**config.mk**
```make
export PLATFORM = sky130hd
export DESIGN_NAME = oagu_fc
export DESIGN_NICKNAME = d
export VERILOG_FILES = /design/src/rtl/oagu_fc.sv
export SDC_FILE = /design/constraint.sdc
export NUM_CORES = 1
export LEC_CHECK = 0
export ABC_AREA = 1
export CAP_MARGIN = 5
export CORE_ASPECT_RATIO = 2
export CORE_UTILIZATION = 36
export DETAILED_ROUTE_END_ITERATION = 8
export MAX_ROUTING_LAYER = met4
export PLACE_DENSITY = 0.64
export SETUP_SLACK_MARGIN = 0.4
export SLEW_MARGIN = 20
export SYNTH_ARGS = -nofsm -noshare
export SYNTH_HDL_FRONTEND = slang
export SYNTH_SLANG_ARGS = --single-unit
```
**constraint.sdc**
```tcl
create_clock -name i_clk -period 2.1 [get_ports i_clk]
set_input_delay 0.315 -clock i_clk [delete_from_list [all_inputs] [get_ports i_clk]]
set_output_delay 0.315 -clock i_clk [all_outputs]
set_load 0.005 [all_outputs]
```
**src/rtl/oagu_fc.sv**
```systemverilog
`timescale 1ns/1ps
// oagu_fc: FC output address generator.
// Takes FC result pieces from the PE array and buffers them in a 2-entry FIFO.
// It writes them to the IOB at StartAdder+0 .. StartAdder+N-1 and pulses
// o_StoreEnd when the vector is complete. Writes happen only on the last tiling.
module oagu_fc #(
  parameter int DATA_W  = 128,
  parameter int ADDR_W  = 12,
  parameter int PIECE_W = 8
) (
  input  logic               i_clk,
  input  logic               i_rst_n,
  input  logic [ADDR_W-1:0]  i_StartAdder,
  input  logic [PIECE_W-1:0] i_Out_PieceNum,
  input  logic               i_bLastTiling,
  input  logic               i_AGUStart,
  input  logic               i_PE_OutValid,
  input  logic [DATA_W-1:0]  i_PE_OutData,
  output logic               o_PE_OutRdy,
  input  logic               i_IOB_WBusy,
  output logic               o_IOB_WEn,
  output logic [ADDR_W-1:0]  o_IOB_WAddr,
  output logic [DATA_W-1:0]  o_IOB_WData,
  output logic               o_StoreEnd,
  output logic               o_Busy,
  output logic [1:0]         o_dbg_state
);

  typedef enum logic [1:0] {
    S_IDLE = 2'd0,
    S_RUN  = 2'd1,
    S_DONE = 2'd2
  } state_t;

  state_t r_state;
  state_t w_state_nxt;

  logic [ADDR_W-1:0]  r_start_addr;
  logic [PIECE_W-1:0] r_piece_num;
  logic [PIECE_W-1:0] r_in_cnt;
  logic [PIECE_W-1:0] r_wr_cnt;

  logic [DATA_W-1:0]  r_fifo_mem [2];
  logic               r_fifo_wptr;
  logic               r_fifo_rptr;
  logic [1:0]         r_fifo_cnt;

  logic               r_wen;
  logic [ADDR_W-1:0]  r_waddr;
  logic [DATA_W-1:0]  r_wdata;

  logic               w_run;
  logic               w_fifo_full;
  logic               w_fifo_empty;
  logic               w_push;
  logic               w_pop;
  logic               w_last_pop;
  logic               w_start_go;
  logic [PIECE_W-1:0] w_wr_cnt_inc;

  // Handshake: a piece transfers on a rising edge where i_PE_OutValid and
  // o_PE_OutRdy are both 1. Ready is offered only while running, with a free
  // FIFO slot, fewer than N pieces taken, and no start pulse this cycle (a
  // piece offered alongside a start pulse is never accepted). Valid may be
  // raised or dropped freely; ready does not depend on valid.
  assign w_run        = (r_state == S_RUN);
  assign w_fifo_full  = (r_fifo_cnt == 2'd2);
  assign w_fifo_empty = (r_fifo_cnt == 2'd0);
  assign o_PE_OutRdy  = w_run & ~w_fifo_full & (r_in_cnt < r_piece_num) & ~i_AGUStart;
  assign w_push       = i_PE_OutValid & o_PE_OutRdy;
  // WBusy gives one cycle of notice: a pop now becomes a write next cycle.
  assign w_pop        = w_run & ~w_fifo_empty & ~i_IOB_WBusy & ~i_AGUStart;
  assign w_wr_cnt_inc = r_wr_cnt + 1'b1;
  assign w_last_pop   = w_pop & (w_wr_cnt_inc == r_piece_num);
  assign w_start_go   = i_bLastTiling & (i_Out_PieceNum != '0);

  assign o_IOB_WEn    = r_wen;
  assign o_IOB_WAddr  = r_waddr;
  assign o_IOB_WData  = r_wdata;
  assign o_StoreEnd   = (r_state == S_DONE);
  assign o_Busy       = (r_state != S_IDLE);
  assign o_dbg_state  = r_state;

  // State register.
  always_ff @(posedge i_clk or negedge i_rst_n) begin
    if (!i_rst_n) r_state <= S_IDLE;
    else          r_state <= w_state_nxt;
  end

  // Next state: a start pulse overrides whatever the FSM is doing.
  always_comb begin
    w_state_nxt = r_state;
    if (i_AGUStart) begin
      w_state_nxt = w_start_go ? S_RUN : S_DONE;
    end else begin
      case (r_state)
        S_RUN:   if (w_last_pop) w_state_nxt = S_DONE;
        S_DONE:  w_state_nxt = S_IDLE;
        default: w_state_nxt = r_state;
      endcase
    end
  end

  // Job parameters and piece counters; a start resamples and clears them.
  always_ff @(posedge i_clk or negedge i_rst_n) begin
    if (!i_rst_n) begin
      r_start_addr <= '0;
      r_piece_num  <= '0;
      r_in_cnt     <= '0;
      r_wr_cnt     <= '0;
    end else if (i_AGUStart) begin
      r_start_addr <= i_StartAdder;
      r_piece_num  <= i_Out_PieceNum;
      r_in_cnt     <= '0;
      r_wr_cnt     <= '0;
    end else begin
      if (w_push) r_in_cnt <= r_in_cnt + 1'b1;
      if (w_pop)  r_wr_cnt <= w_wr_cnt_inc;
    end
  end

  // Two-entry FIFO; a start discards anything still buffered.
  always_ff @(posedge i_clk or negedge i_rst_n) begin
    if (!i_rst_n) begin
      r_fifo_mem[0] <= '0;
      r_fifo_mem[1] <= '0;
      r_fifo_wptr   <= 1'b0;
      r_fifo_rptr   <= 1'b0;
      r_fifo_cnt    <= 2'd0;
    end else if (i_AGUStart) begin
      r_fifo_wptr <= 1'b0;
      r_fifo_rptr <= 1'b0;
      r_fifo_cnt  <= 2'd0;
    end else begin
      if (w_push) begin
        r_fifo_mem[r_fifo_wptr] <= i_PE_OutData;
        r_fifo_wptr             <= ~r_fifo_wptr;
      end
      if (w_pop) r_fifo_rptr <= ~r_fifo_rptr;
      case ({w_push, w_pop})
        2'b10:   r_fifo_cnt <= r_fifo_cnt + 2'd1;
        2'b01:   r_fifo_cnt <= r_fifo_cnt - 2'd1;
        default: r_fifo_cnt <= r_fifo_cnt;
      endcase
    end
  end

  // IOB write port: one registered write per pop; address/data hold otherwise.
  always_ff @(posedge i_clk or negedge i_rst_n) begin
    if (!i_rst_n) begin
      r_wen   <= 1'b0;
      r_waddr <= '0;
      r_wdata <= '0;
    end else if (i_AGUStart) begin
      r_wen <= 1'b0;
    end else if (w_pop) begin
      r_wen   <= 1'b1;
      r_waddr <= r_start_addr + ADDR_W'(r_wr_cnt);
      r_wdata <= r_fifo_mem[r_fifo_rptr];
    end else begin
      r_wen <= 1'b0;
    end
  end

endmodule

```
==> results of run 1 <==
power breakdown:
group / internal (mW) / total, mW / switching (mW)
Clock: 4.45 / 7.78 / 3.34
Sequential: 11.6 / 13.6 / 2.00
Combinational: 5.18 / 9.56 / 4.38
cells by family (layout without fill, tap and decap cells):
| group | after synthesis | count (layout) | share of synthesized area (%) |
|---|---|---|---|
| flip-flops | 439 | 439 | 55.1 |
| buffers and inverters | 431 | 858 | 10.1 |
| AO/OA/AOI/OAI | 567 | 567 | 18.7 |
| AND/OR/NAND/NOR | 732 | 739 | 14.3 |
| other | 0 | 8 | 0 |
| adder cells (fa/ha/maj) | 18 | 18 | 1.17 |
| XOR/XNOR | 13 | 13 | 0.572 |
layer usage:
| metal | GRT usage (%) | share of wire [%] |
|---|---|---|
| met4 | 10.7 | 5.7 |
| met2 | 36.5 | 53 |
| met1 | 21.5 | 36 |
| met3 | 3.02 | 4.8 |
| met5 | - | 0 |
repair_timing:
item | 4_1_cts | 5_1_grt
endpoints found under the setup margin | 422 | 535
hold buffers | 1 | 0
hold endpoints to repair | 42 | 0
buffers inserted | 12 | 31
pin swaps | 7 | 19
gates cloned | 20 | 44
gates resized for setup | 40 | 208
cell type report:
type	count	area, µm²
clock inverter	12	179
sequential	439	11000
clock buffer	62	1200
fill	4964	26700
tap	676	846
antenna	8	20.0
inverter	308	1170
timing repair buffer	476	5820
multi-input combinational	1337	7600
cells in the mapped netlist (17+ instances only):
| cell | count |
|---|---|
| buf_6 | 46 |
| ha_1 | 17 |
| o21ai_1 | 105 |
| buf_2 | 21 |
| dfrtp_1 | 439 |
| nor2_1 | 21 |
| nand2_1 | 661 |
| clkbuf_1 | 45 |
| o21ai_0 | 216 |
| inv_1 | 302 |
| nand3_1 | 27 |
| o21ai_2 | 229 |
worst min path at each step:
| stage | from | to | slack (ns) |
|---|---|---|---|
| after floorplan | i_rst_n | o_IOB_WAddr[0] | 0.02 |
| after global placement | i_rst_n | r_fifo_mem[205] | 0.32 |
| after detailed placement | i_rst_n | r_fifo_mem[205] | 0.31 |
| after CTS | i_StartAdder[7] | r_start_addr[7] | 0.27 |
| after global routing | i_rst_n | r_fifo_mem[205] | 0.30 |
| final | i_rst_n | r_fifo_mem[205] | 0.27 |
registers in the layout (all words and copies together) (netlist names):
register and cells:
r_fifo_rptr 1, r_wr_cnt 8, r_piece_num 8, r_fifo_mem 256
o_IOB_WEn 1, r_start_addr 12, o_IOB_WAddr 12, r_fifo_cnt 2
o_IOB_WData 128, r_fifo_wptr 1, r_in_cnt 8, o_dbg_state 2
layout by cell type, fill, tap and decap left out, types with 24 or more instances in the layout:
cell type,n
o21ai_0,213
clkdlybuf4s50_1,258
dfrtp_1,431
buf_4,72
dlymetal6s2s_1,38
clkbuf_16,67
nand3_1,24
nand2_1,571
buf_16,24
buf_12,25
nand2_2,89
o21ai_1,97
inv_1,295
o21ai_2,239
stage by stage:
| stage | TNS, ns | instances |
|---|---|---|
| floorplan | 0 | 2200 |
| global placement | -2.40 | 3128 |
| detailed placement | -1.46 | 3128 |
| CTS | -21.13 | 3235 |
| global route | -49.34 | 3318 |
| finish | -18.85 | 3318 |
==> flow_summary_export.csv, run 1 <==
group,metric,value,unit
cells_and_area,stdcell_area,27800,µm²
sta,worst_slew_pin_slew,0.607,ns
die,dieArea,56300,µm²
synthesis,synth_seq_cells,439,
critical_path,rr_worst_depth,16,
clocking,cts_buffer_depth,3,
routing,dr.pass1.iters,7,
grt,antenna_found_initial,8,
sta,finalHoldViolations,0,
die,std_cell_rows,121,
status,violations,"setup timing",
synthesis,synthCells,2200,
sta,period_share,106,%
routing,drt_iter0_markers,1024,
die,pin_count,300,
sta,finalSetupViolCount,257,
critical_path,cp.depth,12,
synthesis,syn-cell-area,19900,µm²
critical_path,startpoint,"r_piece_num[3]",
worst_hold_path,hp-class,"in -> async",
synthesis,synth_top_area_share,55.1,%
critical_path,critPathKind,"reg -> out",
synthesis,avgSynthCellArea,9.06,µm²
synthesis,synth-main-ff-cell,"dfrtp_1",
die,start_util,36.6,%
place,io_buffers,299,
critical_path,path_max_fanout,2,
clocking,clkSinkCount,439,
critical_path,cp-endpoint,"o_PE_OutRdy",
cells_and_area,layout.nets,2776,
power_and_ir_drop,powerDensity,1110,nW/µm²
synthesis,synth_area_leaders,"dfrtp_1 55%, nand2_1 12%, o21ai_2 10%",
routing,wl_per_cell,19.2,µm
critical_path,cp_top_family,"simple AND/OR/NAND/NOR gates",
routing,avgViaCountPerCell,4.93,
critical_path,crit_slowest_cell,"dfrtp_1",
critical_path,start_kind,"flip-flop",
die,core_area,54500,µm²
clocking,numCtsBuffers,42,
synthesis,yosysTopAreaCell,"dfrtp_1",
grt,grt_max_degree,107,
grt,grt_pass1_vias,15824,
cells_and_area,fin_util,51.1,%
routing,drc,0,
synthesis,ys_warn_count,0,
critical_path,arrival,1.91,ns
cells_and_area,drive_above_1_share,24.2,%
synthesis,synth_edf_count,0,
critical_path,slowest_delay,0.39,ns
sta,slew_headroom,59.5,%
sta,drv_slew,0,
critical_path,path_common_cell,"nand2_1",
clocking,cts_root_buffer,"clkbuf_16",
status,status,"finished, violations left",
critical_path,required,1.78,ns
die,die_y,335,µm
sta,fin_skew,0.0187,ns
sta,finalWorstSetupSlack,-0.125,ns
critical_path,regToRegSetupSlack,-0.12,ns
critical_path,crit_buf_inv,4,
sta,max_freq,449,MHz
place,dp_hpwl,36.5,mm
clocking,h-tree-depth,2,
flow_run,maxCapViolCount,0,
sta,whs,0.268,ns
sta,grt_setup_unrepaired,"true",
routing,wl,63.6,mm
critical_path,worstSetupEndpointType,"output pin",
routing,ant_nets,0,
critical_path,reg2reg_from,"r_piece_num[3]",
grt,grt_remaining_overflow,0,
place,gp_congestion,0.854,
clocking,tritoncts,"yes",
place,dpl-instance-area,23800,µm²
critical_path,crit_chain,"inv_2, ha_4, nand2_1, inv_2, nand2_1, nand2_2, nand2_1, nand2_1, nand2_2, nand2_1, inv_1, buf_2",
synthesis,syn-num-nets,2372,
routing,vias,16356,
power_and_ir_drop,leakagePower,13.4,nW
power_and_ir_drop,p_total,31.0,mW
synthesis,yosys.cell_types.count,33,
power_and_ir_drop,ir_drop,0.715,mV
sta,post-route-min-period,2.22,ns
synthesis,async_reset_ff_share,100,%
grt,grt.total_usage,20.4,%
place,post-place-ws,-0.0844,ns
grt,grt_pass1_wl,86.6,mm
cells_and_area,syn2layout_area_growth,39.7,%
synthesis,seq_area_frac_synth,55.1,%
critical_path,r2r-end,"r_fifo_mem[252]",
clocking,clk_latency,0.57,ns
clocking,clk_pin_slew,0.07,ns
die,die_x,168,µm
Power figures use the tool's default switching activity.
==> inputs of run 2 (changes only) <==
--- a/config.mk
+++ b/config.mk
@@ -8,10 +8,11 @@
 export ABC_AREA = 1
 export CAP_MARGIN = 5
 export CORE_ASPECT_RATIO = 2
+export CORE_MARGIN = 2
 export CORE_UTILIZATION = 36
 export DETAILED_ROUTE_END_ITERATION = 8
 export MAX_ROUTING_LAYER = met4
-export PLACE_DENSITY = 0.64
+export PLACE_DENSITY = 0.6
 export SETUP_SLACK_MARGIN = 0.4
 export SLEW_MARGIN = 20
 export SYNTH_ARGS = -nofsm -noshare
==> flow_summary_export.csv, run 2 (synthesized netlist as in run 1, its figures left out) <==
group,metric,value,unit
status,status,"finished, violations left",
status,violations,"setup timing",
place,io_buffers,299,
routing,drc,0,
sta,period_share,106,%
power_and_ir_drop,powerDensity,1130,nW/µm²
grt,grt_remaining_overflow,0,
die,std_cell_rows,122,
die,dieArea,57400,µm²
power_and_ir_drop,p_total,31.4,mW
routing,wl,56.8,mm
cells_and_area,mostFrequentLayoutCell,"nand2_1",
sta,drv_slew,0,
cells_and_area,layout_common_cells,"512 x nand2_1, 432 x dfrtp_1, 295 x inv_1",
sta,post-route-min-period,2.22,ns
cells_and_area,top_register,"r_fifo_mem",
routing,drt_iter0_markers,1000,
critical_path,crit_chain,"inv_2, ha_4, nand2_2, nand3_2, nor3_4, buf_4, nand3_4, inv_12, buf_12, nand2_8, buf_12, clkbuf_16, o21ai_2",
critical_path,slowest_delay,0.40,ns
cells_and_area,fill_cells,4990,
sta,finalWorstSetupSlack,-0.120,ns
cells_and_area,layout.nets,2752,
critical_path,arrival,2.71,ns
sta,finalHoldViolations,0,
critical_path,path_common_cell,"buf_12",
grt,grt.total_usage,18.9,%
power_and_ir_drop,p_int,21.7,mW
power_and_ir_drop,power_switching,9.72,mW
sta,finalSetupViolCount,240,
routing,ant_nets,0,
grt,grt_pass1_vias,15190,
cells_and_area,fin_util,50.8,%
power_and_ir_drop,ir_drop,0.686,mV
place,gp_congestion,0.825,
die,die_x,170,µm
die,core_area,55000,µm²
clocking,tritoncts,"yes",
flow_run,maxCapViolCount,0,
clocking,cts_buffer_depth,3,
sta,worst_slew_pin_slew,0.643,ns
power_and_ir_drop,leakagePower,13.8,nW
critical_path,path_max_fanout,7,
critical_path,critPathKind,"reg -> reg",
critical_path,worstSetupEndpointType,"flip-flop",
grt,antenna_found_initial,7,
cells_and_area,drive_above_1_share,26.1,%
clocking,clk_pin_slew,0.07,ns
routing,dr.pass1.iters,5,
clocking,clkSinkCount,439,
routing,avgViaCountPerCell,4.78,
cells_and_area,syn2layout_area_growth,40.2,%
clocking,numCtsBuffers,42,
grt,grt_max_degree,80,
die,pin_count,300,
clocking,cts_root_buffer,"clkbuf_16",
worst_hold_path,hp-class,"in -> async",
routing,wl_per_cell,17.2,µm
sta,slew_headroom,57.1,%
power_and_ir_drop,p_sw_share,30.9,%
sta,whs,0.249,ns
sta,fin_skew,0.0149,ns
sta,tns,-14.87,ns
power_and_ir_drop,power.share.clock,26.0,%
grt,grt_pass1_wl,83.2,mm
clocking,clk_latency,0.57,ns
critical_path,required,2.59,ns
sta,grt_setup_unrepaired,"true",
critical_path,crit_slowest_cell,"dfrtp_1",
power_and_ir_drop,p_seq_share,43.7,%
die,die_y,337,µm
routing,vias,15768,
critical_path,start_kind,"flip-flop",
die,start_util,36.3,%
cells_and_area,multi_input_area,7910,µm²
cells_and_area,seq_area,11000,µm²
sta,max_freq,451,MHz
clocking,h-tree-depth,2,
place,dp_hpwl,32.5,mm
critical_path,rr_worst_depth,13,
power_and_ir_drop,combPwrFrac,30.2,%
cells_and_area,largest_reg_flops,256,
==> run 2: cell type report <==
class                   count  area share, %
clock buffers              60           4.36
inverters                 308           4.18
flip-flops and latches    439           39.4
well taps                 682           3.06
multi-input cells        1335           28.3
diodes                      7         0.0627
repair buffers            454           19.8
clock inverters            15          0.874
==> run 2: power groups by stage <==
| stage | registers (mW) | clock network, mW | logic [mW] |
|---|---|---|---|
| after global placement | 13.5 | 0 | 8.66 |
| after CTS | 13.5 | 8.43 | 9.08 |
| final | 13.8 | 8.18 | 9.50 |
| after global routing | 14.1 | 8.70 | 10.7 |
| after detailed placement | 13.6 | 0 | 8.81 |
| after floorplan | 13.2 | 0 | 4.46 |
==> run 2: metal layers <==
metal	routed length (µm)	global-route usage, %	up-vias
met5	0	-	-
met4	1070	4.67	0
met2	26300	28.7	483
met3	3930	3.44	64
li1	-	-	7755
met1	25500	26.2	7466
==> run 2: final timing paths <==
path,start,end,slack [ns]
max reg2reg,r_piece_num[7],r_fifo_mem[74],-0.12
min reg2reg,r_fifo_mem[189],r_fifo_mem[189],0.48
min,i_rst_n,r_piece_num[7],0.25
min in group i_clk,i_StartAdder[2],r_start_addr[2],0.29
max in group asynchronous,i_rst_n,o_IOB_WData[75],1.02
max,r_piece_num[7],r_fifo_mem[74],-0.12
==> run 2: worst max-delay path: cells and delay by family, from the launching register on <==
family,cells,cell delay (ns)
AOI/OAI and AO/OA,1,0.10
adders and majority gates,1,0.21
buffers and inverters,6,0.85
DFF,1,0.40
and+or+nand+nor,5,0.55
==> run 2: repair_timing <==
| item | CTS | global route |
|---|---|---|
| hold buffers | 1 | 0 |
| hold endpoints to repair | 37 | 0 |
| setup buffers | 13 | 21 |
| endpoints found under the setup margin | 478 | 529 |
| resized for setup | 54 | 313 |
| pin swaps | 12 | 21 |
| gates cloned | 19 | 26 |
==> run 2: stage by stage <==
step | setup slack, ns | cell area [µm²] | instances
after CTS | -0.151 | 26200 | 3246
final | -0.120 | 27900 | 3300
after global routing | -0.216 | 27900 | 3300
after floorplan | 0.266 | 20000 | 2200
after global placement | -0.0275 | 23900 | 3138
after detailed placement | -0.0202 | 23900 | 3138
==> inputs of run 3 (changes only) <==
--- a/config.mk
+++ b/config.mk
@@ -5,14 +5,13 @@
 export SDC_FILE = /design/constraint.sdc
 export NUM_CORES = 1
 export LEC_CHECK = 0
-export ABC_AREA = 1
 export CAP_MARGIN = 5
 export CORE_ASPECT_RATIO = 2
-export CORE_MARGIN = 2
+export CORE_MARGIN = 3
 export CORE_UTILIZATION = 36
 export DETAILED_ROUTE_END_ITERATION = 8
 export MAX_ROUTING_LAYER = met4
-export PLACE_DENSITY = 0.6
+export PLACE_DENSITY = 0.61
 export SETUP_SLACK_MARGIN = 0.4
 export SLEW_MARGIN = 20
 export SYNTH_ARGS = -nofsm -noshare
==> flow_summary_export.csv, run 3 <==
group,metric,value,unit
status,status,"finished, violations left",
status,violations,"setup timing",
synthesis,synth_edf_count,0,
synthesis,synth_compound_area_share,5.95,%
sta,fin_skew,0.0155,ns
sta,grt_setup_unrepaired,"true",
worst_hold_path,holdPathStages,4,
sta,slew_headroom,61.8,%
place,io_buffers,299,
place,dpl-instance-area,23000,µm²
die,die_x,166,µm
routing,ant_nets,0,
synthesis,synth_top_area_share,59.6,%
grt,grt_util_met2,35.3,%
place,dp_cells,2381,
routing,drc,0,
routing,drt_iter0_markers,532,
cells_and_area,drive_above_1_share,26.3,%
grt,antenna_found_initial,4,
grt,grt_pass1_vias,13394,
synthesis,yosysTopAreaCell,"dfrtp_1",
synthesis,synth_adder_area_share,1.26,%
power_and_ir_drop,p_total,25.2,mW
sta,finalWorstSetupSlack,-0.366,ns
power_and_ir_drop,leakagePower,11.8,nW
cells_and_area,fin_util,52.8,%
clocking,cts_root_buffer,"clkbuf_16",
critical_path,rr_worst_depth,11,
clocking,numCtsBuffers,42,
critical_path,path_max_fanout,8,
routing,vias,12735,
clocking,clk_pin_slew,0.07,ns
synthesis,post-synth-top-count-cell,"dfrtp_1",
sta,drv_slew,0,
clocking,clkSinkCount,439,
clocking,clk_latency,0.56,ns
sta,max_freq,406,MHz
synthesis,synthMuxAreaShare,23.3,%
critical_path,worstSetupEndpointType,"flip-flop",
cells_and_area,largest_reg_flops,256,
cells_and_area,layout.nets,2018,
sta,finalSetupViolCount,259,
sta,period_share,117,%
synthesis,synthCells,1408,
routing,dr.pass1.iters,5,
die,start_util,36.6,%
critical_path,required,2.54,ns
synthesis,yosys.area_share.simple,5.34,%
synthesis,ys_warn_count,0,
routing,wl,55.9,mm
sta,post-route-min-period,2.47,ns
cells_and_area,stdcell_count,2528,
clocking,cts_buffer_depth,3,
synthesis,syn-num-nets,1580,
grt,busiest_layer,"met2",
die,std_cell_rows,116,
cells_and_area,syn2layout_area_growth,44.4,%
sta,tns,-77.24,ns
grt,grt_max_degree,64,
sta,worst_slew_pin_slew,0.573,ns
critical_path,arrival,2.90,ns
synthesis,avgSynthCellArea,13.1,µm²
synthesis,seq_area_frac_synth,59.6,%
synthesis,synth_commonest_cells,"439 x dfrtp_1, 256 x mux2_1, 154 x nor2_1, 139 x a21oi_1, 128 x mux2i_1",
synthesis,synth_area_leaders,"dfrtp_1 60%, mux2_1 16%, mux2i_1 7.0%",
synthesis,yosys.cell_types.count,51,
grt,grt.total_usage,18.6,%
synthesis,async_reset_ff_share,100,%
grt,grt_pass1_wl,77.4,mm
grt,met1_usage,19.5,%
place,dp_hpwl,35.0,mm
clocking,h-tree-depth,2,
critical_path,start_kind,"flip-flop",
synthesis,synth_top_family_by_area,"multiplexers",
synthesis,synth_xor_area_share,1.38,%
cells_and_area,top_register,"r_fifo_mem",
grt,grt_remaining_overflow,0,
critical_path,critPathKind,"reg -> reg",
routing,avgViaCountPerCell,5.04,
power_and_ir_drop,ir_drop,0.691,mV
clocking,tritoncts,"yes",
worst_hold_path,hp-class,"in -> reg",
die,dieArea,54100,µm²
cells_and_area,layout_common_cells,"435 x dfrtp_1, 294 x clkdlybuf4s50_1, 178 x mux2_4",
die,die_y,326,µm
sta,whs,0.220,ns
routing,wl_per_cell,22.1,µm
synthesis,synth_seq_cells,439,
sta,finalHoldViolations,0,
grt,grt.met3_usage,2.99,%
die,pin_count,300,
flow_run,maxCapViolCount,0,
cells_and_area,stdcell_area,26600,µm²
cells_and_area,mostFrequentLayoutCell,"dfrtp_1",
synthesis,syn-cell-area,18400,µm²
place,post-place-ws,-0.363,ns
place,gp_congestion,0.876,
die,core_area,50400,µm²
synthesis,synth-main-ff-cell,"dfrtp_1",
power_and_ir_drop,powerDensity,947,nW/µm²
==> run 3: changes by cell type after synthesis, moves of 12 or more <==
| cell | change |
|---|---|
| nor2_1 | +133 |
| buf_6 | -21 |
| o21ai_1 | -100 |
| o21ai_2 | -229 |
| nand3_1 | -21 |
| inv_1 | -292 |
| nand2_1 | -621 |
| a21oi_1 | +132 |
| mux2_1 | +256 |
| o21ai_0 | -187 |
| mux2i_1 | +128 |
| mux2_2 | +12 |
==> run 3: logic make-up after synthesis <==
logic type / Yosys count
fa+ha+maj: 18
xor+xnor: 29
mux: 396
buf+inv: 93
compound gates: 201
flops: 439
simple gates: 232
==> run 3: worst paths after layout <==
kind / startpoint / endpoint / slack [ns]
hold reg to reg: o_IOB_WAddr[7] / o_IOB_WAddr[7] / 0.49
max in group asynchronous: i_rst_n / o_IOB_WData[107] / 0.96
hold / removal: i_AGUStart / o_dbg_state[0] / 0.22
setup reg to reg: r_piece_num[2] / r_fifo_mem[171] / -0.37
min in group asynchronous: i_rst_n / r_fifo_mem[207] / 0.30
setup / recovery: r_piece_num[2] / r_fifo_mem[171] / -0.37
==> run 3: repair_timing <==
action | 4_1_cts | 5_1_grt
gates resized for setup | 45 | 244
hold endpoints to repair | 38 | 0
pin swaps | 2 | 19
setup endpoints to repair | 546 | 561
gates cloned | 2 | 37
hold buffers | 1 | 0
buffers inserted | 9 | 21
==> run 3: worst max-delay path: stages, from the launching register on <==
cell,delay [ns]
dfrtp_1,0.40
inv_2,0.09
ha_4,0.20
a211o_1,0.28
a31oi_4,0.20
buf_6,0.14
o21ai_4,0.06
nor2_4,0.13
buf_12,0.16
buf_12,0.17
clkbuf_16,0.19
mux2_4,0.31
==> run 3: area by class of cell <==
| cell class | instances | area [µm²] |
|---|---|---|
| clock buffer | 58 | 1200 |
| fill | 4260 | 23800 |
| timing repair buffer | 476 | 5610 |
| clock inverter | 15 | 135 |
| tap | 649 | 812 |
| multi-input combinational | 876 | 7800 |
| sequential | 439 | 11000 |
| antenna | 4 | 10.0 |
| inverter | 11 | 48.8 |
==> run 3: report_power, final <==
part	internal (mW)	switching, mW
registers	10.5	1.25
logic	3.91	2.08
clock network	4.15	3.33
total	18.5	6.66
==> run 3: routing by layer <==
| metal | wire length (µm) | part of all wire, % | up-vias |
|---|---|---|---|
| met2 | 31200 | 56 | 308 |
| met3 | 2040 | 3.7 | 75 |
| met1 | 21100 | 38 | 6537 |
| li1 | - | - | 5815 |
| met4 | 1580 | 2.8 | 0 |
| met5 | 0 | 0 | - |
